==> config.mk <==
export PLATFORM = sky130hd
export DESIGN_NAME = gh18b20_seq
export DESIGN_NICKNAME = d
export VERILOG_FILES = /design/src/rtl/gh18b20_seq.sv
export SDC_FILE = /design/constraint.sdc
export NUM_CORES = 1
export LEC_CHECK = 0
export CAP_MARGIN = 20
export CORE_ASPECT_RATIO = 0.75
export CORE_MARGIN = 1.5
export CORE_UTILIZATION = 55
export CTS_CLUSTER_DIAMETER = 200
export CTS_CLUSTER_SIZE = 10
export DETAILED_ROUTE_END_ITERATION = 10
export GPL_TIMING_DRIVEN = 0
export PLACE_DENSITY = 0.75
export SKIP_CTS_REPAIR_TIMING = 1
export SYNTH_ARGS = -nofsm -noshare
export SYNTH_HDL_FRONTEND = slang
export SYNTH_SLANG_ARGS = --single-unit
==> constraint.sdc <==
create_clock -name sys_clk -period 3.67 [get_ports sys_clk]
set_clock_uncertainty 0.15 [all_clocks]
set_input_delay 0.367 -clock sys_clk [delete_from_list [all_inputs] [get_ports sys_clk]]
set_output_delay 0.367 -clock sys_clk [all_outputs]
set_load 0.005 [all_outputs]
==> src/rtl/gh18b20_seq.sv <==
// gh18b20_seq: measurement sequencer for the gh18b20 1-wire temperature sensor.
// Runs the cycle reset / Skip ROM / Convert T / wait / reset / Skip ROM /
// Read Scratchpad / 16 read slots.  It then publishes the raw temperature word
// and idles for a period.  A bit-level PHY is driven with one command at a time.
//
// Ports:
//   sys_clk, sys_rst_n  clock, asynchronous active-low reset
//   en                  level, permits a new transaction to start from IDLE
//   phy_req             1-cycle pulse, launches phy_cmd/phy_wbit
//   phy_cmd[1:0]        00 reset/presence, 01 write bit, 10 read bit
//   phy_wbit            bit to write for cmd 01
//   phy_done            1-cycle pulse, outstanding command completed
//   phy_rbit            read bit, valid with phy_done for cmd 10
//   phy_presence        presence flag, valid with phy_done for cmd 00
//   temp_data[15:0]     last good scratchpad bytes {MSB, LSB}
//   temp_valid          1-cycle pulse when temp_data updates
//   sensor_err          presence failed P_RETRY_MAX times in a row
//   busy                high outside IDLE and PERIOD
module gh18b20_seq #(
    parameter int unsigned P_CONV_WAIT = 37_500_000,
    parameter int unsigned P_PERIOD    = 50_000_000,
    parameter int unsigned P_RETRY_MAX = 3
) (
    input  logic        sys_clk,
    input  logic        sys_rst_n,
    input  logic        en,
    output logic        phy_req,
    output logic [1:0]  phy_cmd,
    output logic        phy_wbit,
    input  logic        phy_done,
    input  logic        phy_rbit,
    input  logic        phy_presence,
    output logic [15:0] temp_data,
    output logic        temp_valid,
    output logic        sensor_err,
    output logic        busy
);

    localparam int unsigned CONV_W = (P_CONV_WAIT > 1) ? $clog2(P_CONV_WAIT) : 1;
    localparam int unsigned PER_W  = (P_PERIOD > 1) ? $clog2(P_PERIOD) : 1;
    localparam logic [CONV_W-1:0] CONV_LAST = CONV_W'(P_CONV_WAIT - 1);
    localparam logic [PER_W-1:0]  PER_LAST  = PER_W'(P_PERIOD - 1);
    localparam logic [2:0]        RETRY_SAT = 3'(P_RETRY_MAX);

    localparam logic [1:0] CMD_RST = 2'b00;
    localparam logic [1:0] CMD_WR  = 2'b01;
    localparam logic [1:0] CMD_RD  = 2'b10;

    typedef enum logic [3:0] {
        S_IDLE,
        S_RST1,
        S_TX_CC1,
        S_TX_44,
        S_CONV,
        S_RST2,
        S_TX_CC2,
        S_TX_BE,
        S_RX,
        S_RETRY,
        S_PERIOD
    } state_t;

    state_t state, state_n;

    logic [3:0]        bit_cnt, bit_n;
    logic [2:0]        retry_cnt, retry_n;
    logic [CONV_W-1:0] conv_cnt, conv_n;
    logic [PER_W-1:0]  per_cnt, per_n;
    logic [15:0]       shifter, shift_n;
    logic [15:0]       tdata_n;
    logic              tvalid_n;
    logic              err_n;
    logic              outstanding, out_n;
    logic              req_n;
    logic [1:0]        cmd_n;
    logic              wbit_n;
    logic              done_v;
    logic [7:0]        tx_byte;

    function automatic logic is_phy(input state_t s);
        logic r;
        case (s)
            S_RST1, S_TX_CC1, S_TX_44, S_RST2,
            S_TX_CC2, S_TX_BE, S_RX:         r = 1'b1;
            default:                         r = 1'b0;
        endcase
        return r;
    endfunction

    always_ff @(posedge sys_clk or negedge sys_rst_n) begin
        if (!sys_rst_n) begin
            state       <= S_IDLE;
            bit_cnt     <= '0;
            retry_cnt   <= '0;
            conv_cnt    <= '0;
            per_cnt     <= '0;
            shifter     <= '0;
            temp_data   <= '0;
            temp_valid  <= 1'b0;
            sensor_err  <= 1'b0;
            outstanding <= 1'b0;
            phy_req     <= 1'b0;
            phy_cmd     <= CMD_RST;
            phy_wbit    <= 1'b0;
        end else begin
            state       <= state_n;
            bit_cnt     <= bit_n;
            retry_cnt   <= retry_n;
            conv_cnt    <= conv_n;
            per_cnt     <= per_n;
            shifter     <= shift_n;
            temp_data   <= tdata_n;
            temp_valid  <= tvalid_n;
            sensor_err  <= err_n;
            outstanding <= out_n;
            phy_req     <= req_n;
            phy_cmd     <= cmd_n;
            phy_wbit    <= wbit_n;
        end
    end

    always_comb begin
        state_n  = state;
        bit_n    = bit_cnt;
        retry_n  = retry_cnt;
        conv_n   = '0;
        per_n    = '0;
        shift_n  = shifter;
        tdata_n  = temp_data;
        tvalid_n = 1'b0;
        err_n    = sensor_err;
        // A done with nothing outstanding is stray and must not advance anything.
        done_v   = phy_done & outstanding;

        case (state)
            S_IDLE: begin
                if (en) state_n = S_RST1;
            end
            S_RST1, S_RST2: begin
                if (done_v) begin
                    if (phy_presence) begin
                        retry_n = '0;
                        state_n = (state == S_RST1) ? S_TX_CC1 : S_TX_CC2;
                    end else begin
                        retry_n = retry_cnt + 3'd1;
                        state_n = S_RETRY;
                    end
                end
            end
            S_TX_CC1, S_TX_44, S_TX_CC2, S_TX_BE: begin
                if (done_v) begin
                    if (bit_cnt[2:0] == 3'd7) begin
                        bit_n = '0;
                        case (state)
                            S_TX_CC1: state_n = S_TX_44;
                            S_TX_44:  state_n = S_CONV;
                            S_TX_CC2: state_n = S_TX_BE;
                            default:  state_n = S_RX;
                        endcase
                    end else begin
                        bit_n = bit_cnt + 4'd1;
                    end
                end
            end
            S_CONV: begin
                if (conv_cnt == CONV_LAST) state_n = S_RST2;
                else                       conv_n  = conv_cnt + 1'b1;
            end
            S_RX: begin
                if (done_v) begin
                    shift_n = {phy_rbit, shifter[15:1]};
                    if (bit_cnt == 4'd15) begin
                        bit_n    = '0;
                        tdata_n  = shift_n;
                        tvalid_n = 1'b1;
                        err_n    = 1'b0;
                        state_n  = S_PERIOD;
                    end else begin
                        bit_n = bit_cnt + 4'd1;
                    end
                end
            end
            S_RETRY: begin
                if (retry_cnt == RETRY_SAT) begin
                    err_n   = 1'b1;
                    retry_n = '0;
                    state_n = S_PERIOD;
                end else begin
                    state_n = S_RST1;
                end
            end
            S_PERIOD: begin
                if (per_cnt == PER_LAST) state_n = S_IDLE;
                else                     per_n   = per_cnt + 1'b1;
            end
            default: state_n = S_IDLE;
        endcase

        // Issue on a done that leaves us in a PHY state (same or next one), or
        // one cycle after entering a PHY state from a non-PHY state.
        req_n = is_phy(state_n) && (outstanding ? done_v : is_phy(state));
        out_n = req_n | (outstanding & ~done_v);

        case (state_n)
            S_TX_CC1, S_TX_CC2: tx_byte = 8'hCC;
            S_TX_44:            tx_byte = 8'h44;
            S_TX_BE:            tx_byte = 8'hBE;
            default:            tx_byte = 8'h00;
        endcase

        // Command and write bit only change at issue, so they stay stable for
        // the whole slot.
        cmd_n  = phy_cmd;
        wbit_n = phy_wbit;
        if (req_n) begin
            case (state_n)
                S_RST1, S_RST2: begin
                    cmd_n  = CMD_RST;
                    wbit_n = 1'b0;
                end
                S_RX: begin
                    cmd_n  = CMD_RD;
                    wbit_n = 1'b0;
                end
                default: begin
                    cmd_n  = CMD_WR;
                    wbit_n = tx_byte[bit_n[2:0]];
                end
            endcase
        end
    end

    always_comb begin
        busy = (state != S_IDLE) && (state != S_PERIOD);
    end

endmodule

* After elaboration in Yosys (flattened, before gate mapping)
Cells that the tools add are included.
** Operators by class
- $add $sub $neg :: 4
- Magnitude comparators :: 1
- Eq/ne operators :: 28
- Multiplexer cells :: 41
- Bitwise gates (word level) :: 4
- Reductions and logical operators :: 19
** Operators with widths (number)
- 26-bit two-way mux :: 4
- 4-bit two-way mux :: 14
- 26-bit by 1-bit adder with 26-bit output, second input constant :: 2
- 26-bit equality test, second input constant :: 2
- 4-bit by 3-bit equality test with 1-bit output, second input constant :: 7
- 4-bit one-hot mux with 7 select lines :: 1
- 8-bit one-hot mux with 3 select lines :: 1
- 4-bit equality test, second input constant :: 5
- 4-bit by 2-bit equality test with 1-bit output, second input constant :: 4
- 7-bit OR reduction :: 2
- 3-bit two-way mux :: 4
- 4-bit one-hot mux with 3 select lines :: 1
- 1-bit two-way mux :: 11
- 2-bit inequality test, second input constant :: 5
- 3-bit AND reduction :: 3
- 4-bit by 1-bit equality test with 1-bit output, second input constant :: 2
- 4-bit one-hot mux with 2 select lines :: 1
- 3-bit one-hot mux with 2 select lines :: 1
- 2-bit nonzero test :: 3
- 2-bit OR reduction :: 3
- 4-bit by 1-bit adder with 4-bit output, second input constant :: 1
- 4-bit logical NOT :: 1
- 3-bit by 4-bit less-than comparator with 1-bit output, second input constant :: 1
- 4-bit inequality test, second input constant :: 1
- 15 further kinds :: 17
** Word-level totals
- Register bits :: 102
- Input bits :: 6
- Output and inout bits :: 23
- Word-level logic and storage cells :: 111

* Longest topological paths before layout
Gate-level depths: netlist (run 1).
- Word-level depth :: 11
- Depth in mapped cells :: 10
- Mapped depth without buffers :: 8

* Worst setup path before layout (run 1)
No wires, ideal clock.
- Path kind :: reg-to-reg
- Start point :: register state[2]
- End point :: register phy_wbit
- Arrival :: 2105 ps
- Path slack :: 1350 ps
- Stages on the path, launching flop included :: 9
- Buffers on the path :: 2
- Period minus slack after synthesis :: 2320 ps
- Cells stage by stage :: dfrtp_1 > buf_6 > or4b_4 > buf_6 > o21ai_1 > o21ai_1 > or4_4 > a2111oi_4 > a211o_1
** Between the ends
- Longest elaborated chain between the ends :: 11
- Elaborated cells between the ends (all ways) :: 45
- Classes of those cells :: eq/ne (17); mux (20); reduce/logical (8)
** RTL lines
- from (decl) :: line 63 : state_t state, state_n;
- from (signal assigned) :: line 106 : state <= state_n;
- 4-bit by 3-bit equality test with 1-bit output (tied with other cells) :: line 82, 135, 154
- 4-bit one-hot mux with 3 select lines or 3-bit two-way mux (tied branches) :: line 154, 143
- 4-bit two-way mux, on equally long branches :: line 152, 141
- 4-bit two-way mux, on equally long branches :: line 151, 140
- 4-bit one-hot mux with 7 select lines :: line 135 : case (state)
- 4-bit by 2-bit equality test with 1-bit output or 4-bit by 3-bit equality test with 1-bit output (tied branches) :: line 82, 204
- 2-bit OR reduction :: line 204 : case (state_n)
- 8-bit one-hot mux with 3 select lines :: line 204
- 1-bit binary-select mux with 3-bit select :: line 227 : wbit_n = tx_byte[bit_n[2:0]];
- 1-bit two-way mux (not written as such) :: line 227
- 1-bit two-way mux :: line 216 : case (state_n)
- to (signal assigned) :: line 118 : phy_wbit <= wbit_n;
- to (decl) :: line 29 : output logic phy_wbit,
Several ways; a longest one is shown, not always the timed one. The select of a mux whose other input is x is not followed.
A chain may end at the register's enable or synchronous reset.

* Worst setup path in the final report (run 1)
- Start point :: register per_cnt[0]
- End point :: register per_cnt[22]
** Between the ends
- Longest elaborated chain between the ends :: 3
- Elaborated cells between the ends (all ways) :: 4
- Classes of those cells :: add/sub (1); eq/ne (1); mux (2)
** RTL lines
- from (decl) :: line 68 : logic [PER_W-1:0] per_cnt, per_n;
- from (signal assigned) :: line 110 : per_cnt <= per_n;
- 26-bit by 1-bit adder with 26-bit output or 26-bit equality test (tied branches) :: line 194, 193
- 26-bit two-way mux * :: line 193 : if (per_cnt == PER_LAST) state_n = S_IDLE;
- 26-bit two-way mux * :: line 135
- net per_n[22] :: line 68
Mark *: on every way through the listed nets, which the timed path passes. The rest lies on a longest branch.

==> results.json, run 1 <==
{
  "die_y_um": 83.9,
  "min_delay_path_depth": 2,
  "grt_usage_pct": 22.8,
  "num_antenna_cells": 0,
  "endpoint_kind": "register",
  "netlist_area_mm2": 0.00479,
  "drt_pass1_iterations": 4,
  "core_mm2": 0.00845,
  "seq_area_frac_synth_pct": 52.7,
  "grt_overflow": 0,
  "rrSetupSlack_ns": 0.99,
  "finish.net_count": 530,
  "drv_cap": 0,
  "power_leakage_nw": 2.45,
  "fin_tns_setup_ns": 0,
  "max_slew_margin_pct": 38.1,
  "routed_via_density": 5.58,
  "vdd_drop_max_uv": 418,
  "max_freq_ghz": 0.373,
  "synth_cell_type_count": 57,
  "status": "completed",
  "clk_pin_slew_ns": 0.07,
  "ys_ff_latch": 101,
  "grt_pass1_vias": 3563,
  "clockBufferDepth": 2,
  "cp_data_required_time_ns": 3.79,
  "yosysTopAreaCellShare_pct": 52.7,
  "final_area_mm2": 0.00555,
  "multi_input_area_mm2": 0.00211,
  "grt_max_degree": 74,
  "p_total_mw": 2.80,
  "wirelength_mm": 9.53,
  "dieArea_mm2": 0.00929,
  "cts_tree": "yes",
  "hold_path.class": "register to register",
  "die_w_um": 111,
  "reg2reg_from": "per_cnt[0]$_DFF_PN0_",
  "dr_total_vias": 3519,
  "numClockSinks": 101,
  "period_share_pct": 73.1,
  "dp.cells": 614,
  "worstHoldStart": "temp_data[2]$_DFFE_PN0P_",
  "drt-wirelength-per-cell_um": 15.1,
  "tightestPinTransition_ns": 0.920,
  "initial_core_util_pct": 56.7,
  "nFillCells": 689,
  "slew_viol_final": 0,
  "ff_latch_area_mm2": 0.00253,
  "synth_cells": 477,
  "yosys_warnings": 0,
  "instances_no_fill": 631,
  "fin_crit_ns": 2.68,
  "hold_path_end": "temp_data[2]$_DFFE_PN0P_",
  "critPathKind": "register to register",
  "numCtsBuffers": 9,
  "grt_antenna_before_repair": 0,
  "cts_htree_levels": 3,
  "ant_nets": 0,
  "rows": 29,
  "pwr_density_cell_mw_per_mm2": 505,
  "rr_endpoint": "per_cnt[22]$_DFF_PN0_",
  "rsz0062_at_grt": "no",
  "grt_pass1_wl_mm": 17.1,
  "io-pin-count": 29,
  "synthTopCellsByArea": "dfrtp_1 (53%), xor2_1 (6.2%), nand2_1 (6.1%)",
  "path_max_fanout": 6,
  "clk_latency_ns": 0.35,
  "dpl_cell_area_mm2": 0.00523,
  "synth_top_area_cell": "dfrtp_1",
  "area_growth_pct": 15.8,
  "finalSetupViolations": 0,
  "place_congestion": 0.873,
  "synth_edf_count": 0,
  "synthArstFlopShare_pct": 100,
  "drtIter0Drc": 273,
  "r2r_cells": 6,
  "avgSynthCellArea_um2": 10.0,
  "portBuffers": 28,
  "hold_viol": 0,
  "root_buffer": "clkbuf_16",
  "startpoint_type": "register",
  "critPathArrivalTime_ns": 2.81,
  "drc": 0,
  "synth_ff_type": "dfrtp_1",
  "syn_nets": 489,
  "drive_gt1_share_pct": 10.1,
  "dp_hpwl_mm": 6.45
}
## state kept, by name, indices dropped and copies added, names as in the netlist
| signal | flops |
|---|---|
| retry_cnt | 3 |
| conv_cnt | 26 |
| per_cnt | 26 |
| outstanding | 1 |
| temp_valid | 1 |
| phy_cmd | 2 |
| shifter | 15 |
| temp_data | 16 |
| sensor_err | 1 |
| phy_req | 1 |
| state | 4 |
| bit_cnt | 4 |
| phy_wbit | 1 |
## area by class of cell
cell class / instances / area share [%]
Buffer: 14 / 1.74
Multi-Input combinational cell: 346 / 38.0
Sequential cell: 101 / 45.5
Timing Repair Buffer: 30 / 5.68
Tap cell: 108 / 2.44
Clock buffer: 10 / 4.13
Clock inverter: 6 / 1.38
Inverter: 16 / 1.08
## per-layer routing
layer	global-route usage, %	vias to the layer above	share of wire [%]
li1	-	1714	-
met1	31.8	1738	49
met2	34.5	61	47
met3	6.68	6	3.7
met4	7.46	0	0.80
met5	0	-	0
## logic make-up after synthesis
family          count (synthesis)  synth area share, %
fa+ha+maj                       6                 1.57
buf+inv                        30                 3.26
mux                            16                 3.76
simple gates                  237                 23.8
xor+xnor                       45                 8.22
compound gates                 42                 6.63
flops                         101                 52.7
## worst max path at each step
| stage | startpoint | end | slack (ns) | cells past startpoint |
|---|---|---|---|---|
| finish | per_cnt[0]$_DFF_PN0_ | per_cnt[22]$_DFF_PN0_ | 0.99 | 6 |
| global route | per_cnt[0]$_DFF_PN0_ | per_cnt[22]$_DFF_PN0_ | 0.73 | 6 |
| CTS | per_cnt[0]$_DFF_PN0_ | per_cnt[22]$_DFF_PN0_ | 0.99 | 6 |
| detailed placement | per_cnt[0]$_DFF_PN0_ | per_cnt[22]$_DFF_PN0_ | 1.01 | 6 |
| global placement | sys_rst_n | shifter[3]$_DFFE_PN0P_ | -1.69 | 1 |
| floorplan | state[2]$_DFF_PN0_ | phy_wbit$_DFFE_PN0P_ | 1.35 | 8 |
## through the flow
| step | util [%] | setup slack, ns | hold slack, ns |
|---|---|---|---|
| global placement | 61.6 | -1.69 | 0.301 |
| CTS | 65.5 | 0.992 | -0.206 |
| detailed placement | 61.9 | 1.01 | 0.173 |
| global route | 65.6 | 0.731 | 0.355 |
| finish | 65.6 | 0.987 | 0.328 |
| floorplan | - | 1.35 | -0.0786 |
## placed cells by master (no fill, tap or decap), types with 3 or more instances in the layout
master           Yosys  final
and4_1               5      5
nand2_1             78     78
nand2b_1             5      5
nor2_1              61     61
clkdlybuf4s50_1      0     27
o21a_1               3      3
nor4_1               6      6
mux2_2              16     16
clkbuf_16            0      9
o21ai_0             11     11
inv_6                0      3
xor2_1              34     34
dfrtp_1            101    101
buf_6                5      5
and3_1               9      9
xnor2_1             11     11
inv_1               16     16
ha_1                 6      6
a21oi_1              5      5
nand3_1             21     21
or3_1                5      5
clkbuf_1             6      7
nor3_1               9      9
nand4_1             17     17
## power breakdown
part           internal (mW)  switching [mW]  total [mW]
sequential              1.19          0.0669        1.26
clock                  0.542           0.433       0.975
combinational          0.256           0.312       0.568
total                   1.99           0.812        2.80
## synth_stat cells, drive strengths merged, types with 2 or more instances
library cell / count
o21ai: 13
o22ai: 2
nand2: 79
and4: 5
nand4: 17
mux2: 16
inv: 16
a32oi: 2
and2: 2
nor2b: 2
a21oi: 5
xnor2: 11
xor2: 34
nor4b: 2
dfrtp: 101
o211ai: 2
a21o: 2
or3: 5
nor3: 9
nor4: 6
and2b: 2
o21a: 3
nand2b: 5
or4: 3
buf: 8
clkbuf: 6
nor2: 62
or2: 2
ha: 6
nand3: 21
and3: 9
## worst max-delay path: stages, from the launching register on
cell and delay [ns]:
dfrtp_1 0.42, ha_1 0.31, nand2_1 0.11, nor4_1 0.77
nand4_1 0.32, or3_1 0.39, a21oi_1 0.14
(Power assumes the default switching activity.)
==> inputs of run 2 (changes only) <==
Clock period 3.67 ns to 2.57 ns, I/O delays scaled along.
==> run 2 against run 1 <==
Effect of this change:
- global-route usage is the same
- maximum frequency rose by 7.8%
- die area unchanged
- largest cell class unchanged
==> results.json, run 2 (same netlist as run 1, synthesis figures left out) <==
{
  "core_mm2": 0.00845,
  "slew_viol_final": 0,
  "ant_nets": 0,
  "period_share_pct": 96.9,
  "clockBufferDepth": 2,
  "vdd_drop_max_uv": 610,
  "dpl_worst_slack_ns": -0.0863,
  "top_regs": "conv_cnt: 26 flops, per_cnt: 26 flops, temp_data: 16 flops",
  "fin_tns_setup_ns": 0,
  "clk_latency_ns": 0.35,
  "drive_gt1_share_pct": 12.9,
  "place_congestion": 0.873,
  "grt_max_degree": 74,
  "cts_tree": "yes",
  "root_buffer": "clkbuf_16",
  "critPathKind": "register to register",
  "drt-wirelength-per-cell_um": 15.3,
  "power_leakage_nw": 2.48,
  "status": "completed",
  "cts_htree_levels": 3,
  "dr_total_vias": 3555,
  "rows": 29,
  "wirelength_mm": 9.71,
  "p_total_mw": 4.05,
  "numCtsBuffers": 9,
  "dieArea_mm2": 0.00929,
  "rr_endpoint": "phy_wbit$_DFFE_PN0P_",
  "layout_common_cells": "dfrtp_1 (100), nand2_1 (78), nor2_1 (61)",
  "startpoint_type": "register",
  "grt_overflow": 0,
  "initial_core_util_pct": 56.7,
  "path_max_fanout": 9,
  "die_w_um": 111,
  "fin_crit_ns": 2.49,
  "pwr_density_cell_mw_per_mm2": 717,
  "rsz0062_at_grt": "yes",
  "grt_antenna_before_repair": 0,
  "clk_pin_slew_ns": 0.07,
  "layout_setup_ws_ns": 0.0808,
  "hold_path.class": "primary input to asynchronous set/reset pin",
  "routed_via_density": 5.61,
  "cp_data_required_time_ns": 2.71,
  "numClockSinks": 101,
  "instances_no_fill": 634,
  "endpoint_kind": "register",
  "die_y_um": 83.9,
  "drt_pass1_iterations": 4,
  "reg2reg_from": "state[2]$_DFF_PN0_",
  "drtIter0Drc": 331,
  "max_slew_margin_pct": 49.5,
  "critPathArrivalTime_ns": 2.63,
  "area_growth_pct": 17.9,
  "rrSetupSlack_ns": 0.08,
  "layout_commonest_cell": "dfrtp_1",
  "grt_pass1_vias": 3563,
  "io-pin-count": 29,
  "drv_cap": 0,
  "finalSetupViolations": 0,
  "max_freq_ghz": 0.402,
  "dpl_cell_area_mm2": 0.00523,
  "grt_usage_pct": 22.8,
  "finish.net_count": 533,
  "r2r_cells": 8,
  "tightestPinTransition_ns": 0.752,
  "timing.hold.ws_ns": 0.224,
  "portBuffers": 28,
  "dp.cells": 614,
  "grt_pass1_wl_mm": 17.1,
  "dp_hpwl_mm": 6.45,
  "hold_viol": 0,
  "final_core_utilization_pct": 66.8,
  "final_area_mm2": 0.00565,
  "num_antenna_cells": 0,
  "cp-startpoint": "state[2]$_DFF_PN0_",
  "cp-endpoint": "phy_wbit$_DFFE_PN0P_",
  "drc": 0
}
-- run 2: cell count changes in the layout (fill, tap and decap cells not counted), moves of 2 or more --
| cell | previous run | this run |
|---|---|---|
| buf_4 | 2 | 5 |
| clkbuf_1 | 7 | 5 |
| clkbuf_2 | 0 | 2 |
| nor4_1 | 6 | 4 |
-- run 2: area by class of cell --
cell class	instances	area [um^2]
clock inverter	6	76.3
clock buffer	10	229
buffer	14	98.8
multi-input combinational	346	2190
tap	108	135
sequential	101	2530
timing repair buffer	33	338
inverter	16	60.1
fill	679	2800
-- run 2: worst min path at each step --
stage                            from  cells after the start  slack, ns                        to
2_1_floorplan               sys_rst_n                      0      -0.19      bit_cnt[0]$_DFF_PN0_
3_3_place_gp   shifter[1]$_DFFE_PN0P_                      2       0.30  temp_data[0]$_DFFE_PN0P_
3_5_place_dp                sys_rst_n                      1       0.06     per_cnt[20]$_DFF_PN0_
4_1_cts                     sys_rst_n                      1      -0.32     per_cnt[15]$_DFF_PN0_
5_1_grt                     sys_rst_n                      2       0.27     per_cnt[15]$_DFF_PN0_
6_report                    sys_rst_n                      2       0.22     per_cnt[15]$_DFF_PN0_
-- run 2: report_power, final --
group	switching (mW)	internal [mW]
clock network	0.624	0.775
registers	0.0988	1.70
logic	0.474	0.381
total	1.20	2.86
-- run 2: worst max-delay path, cell delays in order (launching register included) --
cell	delay [ns]
dfrtp_1	0.37
buf_6	0.14
or4b_4	0.48
buf_6	0.16
a21o_1	0.23
a32oi_2	0.23
o221ai_2	0.16
a2111oi_4	0.36
a211o_1	0.15
-- run 2: layer usage --
| layer | global-route usage [%] | up-vias | part of all wire, % |
|---|---|---|---|
| met1 | 31.8 | 1762 | 48 |
| met2 | 34.5 | 63 | 47 |
| met4 | 7.46 | 0 | 0.88 |
| met5 | 0 | - | 0 |
| met3 | 6.68 | 9 | 4.0 |
| li1 | - | 1721 | - |
==> inputs of run 3 (changes only) <==
Settings changed: SETUP_SLACK_MARGIN set to 0.15.
==> run 3 against run 2 <==
Effect of this change:
- combinational power rose by 6.8%
- routed wire length rose by 3.8%
- sequential share of layout area shrank 0.85 points
- largest power group unchanged
- via count grew 3.1%
- critical path depth unchanged
- non-clock buffer count up 7
==> results.json, run 3 (same netlist as run 1, synthesis figures left out) <==
{
  "status": "completed",
  "grt_overflow": 0,
  "core_mm2": 0.00845,
  "numCtsBuffers": 9,
  "max_slew_margin_pct": 71.1,
  "numClockSinks": 101,
  "cts_tree": "yes",
  "top_regs": "conv_cnt: 26 flops, per_cnt: 26 flops, temp_data: 16 flops",
  "area_growth_pct": 20.3,
  "fin_crit_ns": 2.54,
  "finish.net_count": 540,
  "pwr_density_cell_mw_per_mm2": 713,
  "dp.cells": 614,
  "path_max_fanout": 7,
  "initial_core_util_pct": 56.7,
  "max_freq_ghz": 0.394,
  "grt_antenna_before_repair": 0,
  "drive_gt1_share_pct": 15.9,
  "root_buffer": "clkbuf_16",
  "grt_max_degree": 74,
  "dieArea_mm2": 0.00929,
  "layout_commonest_cell": "dfrtp_1",
  "rsz0062_at_grt": "yes",
  "slew_viol_final": 0,
  "endpoint_kind": "register",
  "wirelength_mm": 10.1,
  "layout_setup_ws_ns": 0.0339,
  "ant_nets": 0,
  "critPathArrivalTime_ns": 2.68,
  "layout_common_cells": "dfrtp_1 (98), nand2_1 (78), nor2_1 (61)",
  "drc": 0,
  "drv_cap": 0,
  "tightestPinTransition_ns": 0.431,
  "hold_viol": 0,
  "grt_pass1_vias": 3563,
  "nFillCells": 653,
  "multi_input_area_mm2": 0.00223,
  "startpoint_type": "register",
  "routed_via_density": 5.72,
  "cts_htree_levels": 3,
  "cp_data_required_time_ns": 2.71,
  "drt_pass1_iterations": 5,
  "clockBufferDepth": 2,
  "grt_pass1_wl_mm": 17.1,
  "dp_hpwl_mm": 6.45,
  "place_congestion": 0.873,
  "vdd_drop_max_uv": 603,
  "clk_pin_slew_ns": 0.07,
  "die_y_um": 83.9,
  "num_antenna_cells": 0,
  "die_w_um": 111,
  "dpl_worst_slack_ns": -0.0863,
  "clk_latency_ns": 0.35,
  "dr_total_vias": 3665,
  "drtIter0Drc": 254,
  "critPathKind": "register to register",
  "ff_latch_area_mm2": 0.00253,
  "io-pin-count": 29,
  "portBuffers": 28,
  "rows": 29,
  "power_leakage_nw": 2.56,
  "drt-wirelength-per-cell_um": 15.7,
  "finalSetupViolations": 0,
  "instances_no_fill": 641,
  "hold_path.class": "primary input to asynchronous set/reset pin",
  "period_share_pct": 98.7,
  "grt_usage_pct": 22.8
}
==> run 3: per-layer routing <==
metal	vias up	track usage, %	wire [um]
li1	1742	-	-
met1	1817	31.8	4640
met2	93	34.5	4840
met3	13	6.68	459
met4	0	7.46	138
met5	-	0	0
==> run 3: through the flow <==
stage               power (mW)  hold slack, ns  cell area (um^2)  utilization [%]  setup TNS, ns
global route              4.30           0.272              5770             68.2        -0.0288
global placement          2.59           0.301              5210             61.6        -269.51
floorplan                 2.37          -0.189              4790                -              0
detailed placement        2.61          0.0632              5230             61.9         -0.154
finish                    4.11           0.226              5770             68.2              0
CTS                       4.04          -0.316              5540             65.5         -0.221
==> run 3: path summary, 6_finish.rpt <==
check	start	endpoint	depth (start not counted)	slack, ns
worst max-delay path	state[2]$_DFF_PN0_	phy_wbit$_DFFE_PN0P_	8	0.03
worst min-delay path	sys_rst_n	per_cnt[15]$_DFF_PN0_	2	0.23
worst max register to register	state[2]$_DFF_PN0_	phy_wbit$_DFFE_PN0P_	8	0.03
worst min register to register	temp_data[2]$_DFFE_PN0P_	temp_data[2]$_DFFE_PN0P_	2	0.33
max in group asynchronous	sys_rst_n	bit_cnt[0]$_DFF_PN0_	3	1.35
min in group sys_clk	phy_rbit	temp_data[15]$_DFFE_PN0P_	3	0.32
==> run 3: critical path: stages (launching register included) <==
cell and delay (ns):
dfrtp_1 0.37, buf_6 0.13, or4b_4 0.49, buf_8 0.15
o21ai_2 0.06, o21ai_1 0.11, or4_4 0.58, a2111oi_4 0.29
a211o_1 0.14
==> run 3: area by class of cell <==
class | instances | area share, %
inverters | 16 | 1.04
plain buffers | 13 | 1.80
repair buffers | 41 | 6.90
multi-input cells | 346 | 38.7
well taps | 108 | 2.34
clock inverters | 6 | 1.32
clock buffers | 10 | 3.97
flip-flops and latches | 101 | 43.9
==> run 3: power breakdown <==
group          internal (mW)  switching [mW]
registers               1.70           0.100
clock network          0.774           0.621
logic                  0.414           0.499
